<file path="src/rtl/rand_dispatch.sv">
// Round-robin arbiter in front of the shared 5-bit LFSR: serves one client at a time,
// rejection-sampling rand_num until it falls below that client's bound (or the try budget runs out).
module rand_dispatch #(
  parameter int NREQ      = 4,
  parameter int MAX_TRIES = 8
) (
  input  logic              clk,
  input  logic              resetn,
  input  logic [4:0]        rand_num,
  input  logic [NREQ-1:0]   req,
  input  logic [5*NREQ-1:0] bound_flat,
  output logic [NREQ-1:0]   grant,
  output logic [4:0]        value,
  output logic              fallback,
  output logic              busy
);
  localparam int PW = (NREQ > 1) ? $clog2(NREQ) : 1;
  localparam logic [3:0] LAST_TRY = 4'(MAX_TRIES - 1);

  typedef enum logic [1:0] {IDLE, SAMPLE, DONE} state_t;

  state_t          state_reg, state_next;
  logic [PW-1:0]   ptr_reg, ptr_next;
  logic [PW-1:0]   sel_reg, sel_next;
  logic [5:0]      bnd_reg, bnd_next;
  logic [3:0]      tries_reg, tries_next;
  logic [NREQ-1:0] grant_reg, grant_next;
  logic [4:0]      value_reg, value_next;
  logic            fallback_reg, fallback_next;

  // Bound 0 stands for the full 0..31 range, so widen to 6 bits and map it to 32.
  logic [5:0]      bound_ext [NREQ];
  logic [PW-1:0]   cand [NREQ];

  generate
    for (genvar gi = 0; gi < NREQ; gi++) begin : g_client
      assign bound_ext[gi] = (bound_flat[5*gi +: 5] == 5'd0) ? 6'd32 : {1'b0, bound_flat[5*gi +: 5]};
      assign cand[gi]      = PW'((int'(ptr_reg) + gi) % NREQ);
    end
  endgenerate

  logic            pick_valid;
  logic [PW-1:0]   pick_idx;

  // Scan offsets from the far end down so the lowest offset from ptr wins.
  always_comb begin
    pick_valid = 1'b0;
    pick_idx   = '0;
    for (int i = NREQ - 1; i >= 0; i--) begin
      if (req[cand[i]]) begin
        pick_valid = 1'b1;
        pick_idx   = cand[i];
      end
    end
  end

  logic            accept;
  logic [NREQ-1:0] sel_onehot;

  assign accept     = {1'b0, rand_num} < bnd_reg;
  assign sel_onehot = NREQ'(1) << sel_reg;

  always_comb begin
    state_next    = state_reg;
    ptr_next      = ptr_reg;
    sel_next      = sel_reg;
    bnd_next      = bnd_reg;
    tries_next    = tries_reg;
    grant_next    = '0;
    value_next    = value_reg;
    fallback_next = fallback_reg;
    case (state_reg)
      IDLE: begin
        if (pick_valid) begin
          sel_next   = pick_idx;
          bnd_next   = bound_ext[pick_idx];
          tries_next = '0;
          state_next = SAMPLE;
        end
      end
      SAMPLE: begin
        if (!req[sel_reg]) begin
          state_next = IDLE;
        end else if (accept) begin
          value_next    = rand_num;
          fallback_next = 1'b0;
          grant_next    = sel_onehot;
          state_next    = DONE;
        end else if (tries_reg == LAST_TRY) begin
          value_next    = 5'd0;
          fallback_next = 1'b1;
          grant_next    = sel_onehot;
          state_next    = DONE;
        end else begin
          tries_next = tries_reg + 4'd1;
        end
      end
      DONE: begin
        ptr_next   = (sel_reg == PW'(NREQ - 1)) ? '0 : sel_reg + 1'b1;
        state_next = IDLE;
      end
      default: state_next = IDLE;
    endcase
  end

  always_ff @(posedge clk or negedge resetn) begin
    if (!resetn) begin
      state_reg    <= IDLE;
      ptr_reg      <= '0;
      sel_reg      <= '0;
      bnd_reg      <= '0;
      tries_reg    <= '0;
      grant_reg    <= '0;
      value_reg    <= 5'd0;
      fallback_reg <= 1'b0;
    end else begin
      state_reg    <= state_next;
      ptr_reg      <= ptr_next;
      sel_reg      <= sel_next;
      bnd_reg      <= bnd_next;
      tries_reg    <= tries_next;
      grant_reg    <= grant_next;
      value_reg    <= value_next;
      fallback_reg <= fallback_next;
    end
  end

  assign grant    = grant_reg;
  assign value    = value_reg;
  assign fallback = fallback_reg;
  assign busy     = (state_reg != IDLE);

endmodule

</file>
<file path="config.mk">
export PLATFORM = sky130hd
export DESIGN_NAME = rand_dispatch
export DESIGN_NICKNAME = d
export VERILOG_FILES = /design/src/rtl/rand_dispatch.sv
export SDC_FILE = /design/constraint.sdc
export NUM_CORES = 1
export LEC_CHECK = 0
export CAP_MARGIN = 20
export CORE_MARGIN = 2
export CORE_UTILIZATION = 30
export DETAILED_ROUTE_END_ITERATION = 12
export HOLD_SLACK_MARGIN = 0.08
export SYNTH_ARGS = -nofsm -noshare
export SYNTH_HDL_FRONTEND = slang
export SYNTH_SLANG_ARGS = --single-unit
</file>
<file path="constraint.sdc">
create_clock -name clk -period 2.1 [get_ports clk]
set_input_delay 0.525 -clock clk [delete_from_list [all_inputs] [get_ports clk]]
set_output_delay 0.525 -clock clk [all_outputs]
set_load 0.01 [all_outputs]
</file>
Word-level counts from Yosys, hierarchy flattened
Cells that the tools add are included.

Output and inout port bits: 11. Input bits: 31. Flip-flop bits (word level): 26. Word-level logic and storage cells: 87.

Eq/ne operators: 9. Shift-type cells: 1. Reductions and logical operators: 12. Muxes and demuxes: 44. $add $sub $neg: 5. Order comparisons: 7. Bitwise operators: 1.

Operators by type and width (count): $mux 6 (6); $mux 4 (8); $logic_not 5->1 (4); $mux 2 (9); $lt 2x3->1 const B (5); $bmux 6 s2 (1); $mux 1 (11); $bmux 1 s2 (5); $mux 5 (2); $ne 2x2->1 const B (4); $pmux 4 s2 (1); $lt 5x6->1 (1); $reduce_bool 2->1 (3); $reduce_and 5->1 (1); $add 2x1->2 const B (2); $add 2x2->2 const B (2); $add 4x1->4 const B (1); $eq 2x2->1 const B (2); $eq 4x3->1 const B (1); $ne 4x4->1 const B (1); $pmux 2 s2 (1); $reduce_and 2->1 (2); $shl 1x2->4 const A (1); $ge 3x3->1 const B (1); other kinds (4) (4).

Logic depth before layout (Yosys ltp)
Gate-level depths: netlist (run 1).

Word-level depth: 11. Gate-level depth with buffers: 8. Depth with buffers taken out: 8.

Worst setup path after synthesis (run 1)
No wires, ideal clock.

Path kind: input -> register. Start: in req[1]. End: reg bnd_reg[1]. Setup slack: 0.227 ns. Arrival time: 1.722 ns. Setup time: 0.151 ns. Path buffers: 1. Data required time: 1.949 ns. Stages: 6. Cell sequence: nor2_1 and4b_1 nor2_1 buf_4 mux2i_1 o221ai_2.

Longest elaborated chain between the ends: 10. Elaborated cells on any way between the ends: 21. Classes of those cells: mux (19); bitwise (1); reduce/logical (1).

RTL lines: start, declared (line 10) `input logic [NREQ-1:0] req,`; $bmux 1 s2 (line 50) `if (req[cand[i]]) begin`; $mux 1 (not written as such) (line 50); $mux 2 (4 in a row) (line 50); $not 2->3 (not written as such) (line 76) `bnd_next = bound_ext[pick_idx];`; $bmux 6 s2 (line 76); $mux 6 (not written as such) (2 in a row) (line 76); end signal, assigned (line 120) `bnd_reg <= bnd_next;`; end, declared (line 25) `logic [5:0] bnd_reg, bnd_next;`.

Parallel ways exist; a longest one is shown, timed or not. The select of a mux whose other input is x is not followed. A chain may end at the register's enable or synchronous reset.

Worst setup path after layout (run 1)
Start: in req[2]. End: reg value_reg[3], in the netlist value[3].

Longest elaborated chain between the ends: 3.

RTL lines: $bmux 1 s2 (line 82) `if (!req[sel_reg]) begin`; $mux 1 (not written as such) (line 82); $reduce_and 3->1 (no source line); end signal, assigned (line 123) `value_reg <= value_next;`; end, declared (line 28) `logic [4:0] value_reg, value_next;`.

Every way passes these cells. The select of a mux whose other input is x is not followed.

==> flow_summary.ini, run 1 <==
[run_status]
status = complete, no violations

[drt]
routedLengthMet1_mm = 1.72
wirelength_mm = 3.54
wl_met2_mm = 1.62
vias_per_cell = 4.83
dr_wl_met3_um = 147
drc = 0
wl_per_cell_um = 12.9
vias = 1324
drt_iter0_markers = 61
route.top_layer_used = met4
postRouteAntennaNets = 0
dr.pass1.iters = 4

[die]
ios = 42
die_h_um = 75.8
rows = 26
start_util = 0.307
die_area_mm2 = 0.00575
die_x_um = 75.8
core_mm2 = 0.00504

[critical_path]
path_cells = clkdlybuf4s50_1 > mux4_2 > and3b_2 > buf_4 > a32o_1
slowest_stage = mux4_2
crit_fanout = 7
arrival_ps = 2180
end_kind = register
crit_type = input port to register
critPathMaxStageDelay_ps = 500
worstPathRequired_ps = 2260
critPathLaunchType = input port

[finish]
largest_reg_flops = 6
utilization = 0.441
syn2layout_area_growth_pct = 43.7
nFillCells = 488
diodes = 0
drive_gt1_frac = 0.167
fin_nets = 246
multiInputGateArea_um2 = 888
register_area_um2 = 651
final_cells = 274

[synthesis]
synth_area_per_cell_um2 = 10.2
synthSimpleGateAreaFrac = 0.201
synthMuxAreaShare = 0.112
synth_fp_nets = 192
seq_area_frac_synth = 0.420
synth_ff_type = dfrtp_1
synth-edff-count = 0
ys_seq_elements = 26
synth_top_family_by_area = simple AND/OR/NAND/NOR gates
synthesis.instances = 152
syn-cell-area_mm2 = 0.00155
synth_xor_area_frac = 0
synth_compound_area_frac = 0.155
synthAdderAreaFrac = 0.0728
async_flop_share = 1.00
ys_warn_count = 0
yosys.cell_types.count = 39

[sta]
timing.slew.headroom = 0.597
rsz0062_at_grt = no
fmax_mhz = 494
hold_viol = 0
hold_ws_ps = 494
slew_violations = 0
min_period_over_period = 0.964
setup_viol = 0
min_period_ps = 2020
clock_skew_ps = 3.74
worstMarginPinSlew_ps = 604

[power_and_ir_drop]
p_int_mw = 1.51
p_leak_nw = 1.01
p_switching_mw = 0.911
ir_drop_mv = 0.419
seqPwrFrac = 0.334
clkPwrFrac = 0.114
pwr_density_cell_mw_per_mm2 = 1090
comb_power_share = 0.551
switching_share = 0.377

[clocking]
cts.clk_slew.worst_paths_ps = 80
cts_tree = yes
clk_path_buf_depth = 2
cts-hold-fix-buffers = 0
htree_levels = 1
cts_setup_buffers = 0
cts_sinks = 26
cts_root_buffer = clkbuf_8
cts_buffers = 3
clock_latency_ps = 270

[global_routing]
grt_max_degree = 27
antenna_found_initial = 0
grt_pass1_vias = 1257
track_usage = 0.130
overflow = 0
grt_pass1_wl_mm = 5.80

[placed_design]
dp_cells = 270
io_buffers = 41
gp_congestion = 0.772
dp_hpwl_mm = 2.75

[min_path]
hp-class = register to register

[run]
max-cap-violations = 0
==> routing by layer <==
| layer | vias to the layer above | track usage |
|---|---|---|
| li1 | 665 | - |
| met1 | 612 | 0.189 |
| met3 | 4 | 0.0172 |
| met5 | - | 0 |
| met2 | 43 | 0.201 |
| met4 | 0 | 0.0409 |
==> stage by stage <==
step / TNS (ps) / worst slack [ps] / power (mW) / instance area, um^2
3_5_place_dp: -5030 / -289 / 2.06 / 2110
3_3_place_gp: -4670 / -264 / 2.04 / 2110
6_report: 0 / 76.5 / 2.42 / 2220
4_1_cts: 0 / 18.6 / 2.35 / 2150
5_1_grt: 0 / 10.6 / 2.62 / 2220
2_1_floorplan: 0 / 227 / 1.58 / 1550
==> path summary, 6_finish.rpt <==
| kind | start | to | slack (ps) | cells past startpoint |
|---|---|---|---|---|
| setup / recovery | req[2] | value[3] | 80 | 5 |
| setup reg to reg | sel_reg[1] | value[3] | 350 | 4 |
| min in group asynchronous | resetn | grant[2] | 610 | 2 |
| hold reg to reg | value[3] | value[3] | 490 | 1 |
| hold / removal | value[3] | value[3] | 490 | 1 |
| max in group asynchronous | resetn | value[0] | 1240 | 2 |
==> critical path, delay by kind of cell <==
family          cells  cell delay [ps]
buf+inv             2              660
mux                 1              500
simple gates        1              270
compound gates      1              240
==> layout by cell type (no fill, tap or decap), drive strengths merged, types with 2 or more instances in the layout <==
cell and instances:
o31ai 4, nor4 2, a21oi 7, nor2b 2, mux2i 14, clkbuf 3
nand3 4, or4 6, a32o 5, nor2 8, nand2 16, nand2b 5
o221ai 5, inv 10, nand4 2, a21o 2, ha 9, buf 12
dlymetal6s2s 4, and2 4, dfrtp 26, o21ai 4, clkdlybuf4s50 37
==> Yosys cell counts, drive strengths merged, types with 2 or more instances <==
| library cell | instances | area (um^2) |
|---|---|---|
| nand3 | 4 | 20.0 |
| nand4 | 2 | 12.5 |
| buf | 3 | 17.5 |
| dfrtp | 26 | 651 |
| mux2i | 14 | 140 |
| ha | 9 | 113 |
| nand2 | 16 | 60.1 |
| o221ai | 5 | 50.0 |
| nor4 | 2 | 12.5 |
| nor2b | 2 | 12.5 |
| nand2b | 5 | 31.3 |
| or4 | 6 | 45.0 |
| o21ai | 4 | 20.0 |
| inv | 10 | 37.5 |
| a21oi | 7 | 35.0 |
| a32o | 5 | 50.1 |
| nor2 | 8 | 30.0 |
| o31ai | 4 | 35.0 |
| and2 | 4 | 25.0 |
| a21o | 2 | 22.5 |
==> power groups by stage <==
stage | Clock [mW] | Combinational [mW] | Sequential [mW]
finish | 0.277 | 1.33 | 0.808
CTS | 0.286 | 1.25 | 0.808
global placement | 0 | 1.22 | 0.819
global route | 0.305 | 1.49 | 0.833
floorplan | 0 | 0.765 | 0.816
detailed placement | 0 | 1.24 | 0.818
==> what timing repair did <==
action | 4_1_cts | 5_1_grt
setup endpoints to repair | 5 | 14
resized for setup | 1 | 20
cloned | 0 | 1
pin swaps | 0 | 3
==> area by class of cell <==
class / count / area share
well taps: 70 / 0.0394
inverters: 10 / 0.0169
repair buffers: 53 / 0.233
multi-input cells: 112 / 0.400
flip-flops and latches: 26 / 0.293
clock buffers: 3 / 0.0186
==> logic make-up after synthesis <==
logic type,count (synthesis)
buffers and inverters,14
and+or+nand+nor,57
AOI/OAI and AO/OA,30
muxes,16
adders and majority gates,9
DFF,26
Note: power is estimated with default switching activity, not from simulation.
==> run 2, diff against run 1 <==
--- a/config.mk
+++ b/config.mk
@@ -6,7 +6,6 @@
 export NUM_CORES = 1
 export LEC_CHECK = 0
 export CAP_MARGIN = 20
-export CORE_MARGIN = 2
 export CORE_UTILIZATION = 30
 export DETAILED_ROUTE_END_ITERATION = 12
 export HOLD_SLACK_MARGIN = 0.08
==> run 2 against run 1 <==
Clock power is essentially flat. Final cell count shrank 1.1%. Critical path depth grew 3. Core utilization grew 1.7 points. Critical endpoint is now tries_reg[3].
==> flow_summary.ini, run 2 (synthesis results as in run 1) <==
[clocking]
cts_tree = yes
clk_path_buf_depth = 2
cts-hold-fix-buffers = 0
cts_buffers = 3
cts_root_buffer = clkbuf_8
clock_latency_ps = 270
cts.clk_slew.worst_paths_ps = 80
htree_levels = 1
cts_sinks = 26

[critical_path]
slowest_stage = clkdlybuf4s50_1
critPathLaunchType = input port
r2r_setup_slack_ps = 310
path_cells = clkdlybuf4s50_1 > ha_1 > nand3_1 > o21a_1 > buf_4 > buf_4 > nor3_2 > mux2i_1
worstPathRequired_ps = 2290
critical_path_buf_inv_count = 3
end_kind = register
critPathMaxStageDelay_ps = 450
crit_type = input port to register
arrival_ps = 2280
critical-path-top-delay-family = buffers and inverters
crit_top_cell = buf_4
crit_fanout = 2

[die]
die_area_mm2 = 0.00545
die_x_um = 73.8
rows = 25
core_mm2 = 0.00485
ios = 42
die_h_um = 73.8
start_util = 0.319

[finish]
largest_reg_flops = 6
final_common_cell = clkdlybuf4s50_1
diodes = 0
final_cell_mix = 38 x clkdlybuf4s50_1, 26 x dfrtp_1, 16 x nand2_1, 14 x mux2i_1, 10 x buf_4
drive_gt1_frac = 0.147
fin_nets = 246
utilization = 0.458
syn2layout_area_growth_pct = 43.3

[placed_design]
io_buffers = 41
gp_congestion = 0.732
dp_hpwl_mm = 2.74

[drt]
vias_per_cell = 4.87
postRouteAntennaNets = 0
drt_iter0_markers = 66
vias = 1321
drc = 0
dr.pass1.iters = 4
wirelength_mm = 3.51
wl_per_cell_um = 12.9

[sta]
min_period_ps = 2090
hold_ws_ps = 494
hold_viol = 0
clock_skew_ps = 4.07
timing.slew.headroom = 0.755
setup_viol = 0
worstMarginPinSlew_ps = 367
min_period_over_period = 0.996
slew_violations = 0
fmax_mhz = 478

[power_and_ir_drop]
ir_drop_mv = 0.434
pwr_density_cell_mw_per_mm2 = 1100
p_leak_nw = 1.01

[global_routing]
track_usage = 0.137
grt_max_degree = 27
antenna_found_initial = 0
overflow = 0
grt_pass1_wl_mm = 5.67
grt_pass1_vias = 1266

[run]
max-cap-violations = 0

[min_path]
hp-class = register to register

[run_status]
status = complete, no violations
-- run 2: changes by cell type in the layout (fill, tap and decap cells not counted), sizes merged --
cell           previous run  this run
dlymetal6s2s              4         3
clkdlybuf4s50            37        38
-- run 2: where the power goes --
group,switching (mW),internal [mW]
sequential,0.137,0.678
clock,0.146,0.128
combinational,0.622,0.719
total,0.904,1.53
-- run 2: layer usage --
metal / vias up / GRT usage / routed length (um)
li1: 672 / - / -
met1: 608 / 0.176 / 1660
met2: 36 / 0.223 / 1640
met5: - / 0 / 0
met3: 5 / 0.0178 / 138
met4: 0 / 0.0705 / 70
-- run 2: through the flow --
stage	instances	instance area (um^2)	power (mW)	setup slack [ps]	TNS [ps]
after floorplan	152	1550	1.58	227	0
after global placement	266	2120	2.08	-263	-4920
after detailed placement	266	2120	2.10	-287	-5510
after CTS	269	2160	2.38	7.84	0
after global routing	271	2220	2.64	-23.5	-62.9
final	271	2220	2.43	8.75	0
-- run 2: path summary, 6_finish.rpt --
| kind | from | to | cells past startpoint |
|---|---|---|---|
| max | rand_num[4] | tries_reg[3] | 8 |
| min | value[3] | value[3] | 1 |
| max reg2reg | sel_reg[1] | value[2] | 4 |
| min reg2reg | value[3] | value[3] | 1 |
| max in group asynchronous | resetn | sel_reg[0] | 2 |
| min in group asynchronous | resetn | grant[1] | 2 |
-- run 2: cell type report --
| cell class | instances | area, um^2 |
|---|---|---|
| clock buffer | 3 | 41.3 |
| fill | 476 | 2630 |
| multi-input combinational | 112 | 872 |
| inverter | 10 | 37.5 |
| timing repair buffer | 53 | 533 |
| tap | 67 | 83.8 |
| sequential | 26 | 651 |
-- run 2: repair_timing --
item,CTS,global route
buffers inserted,0,2
gates resized for setup,0,12
setup endpoints to repair,0,17
-- run 2: worst reg2reg max path: stages (launching register included) --
cell	delay, ps
dfrtp_1	440
mux4_2	560
and3b_2	280
buf_4	170
a32o_1	240
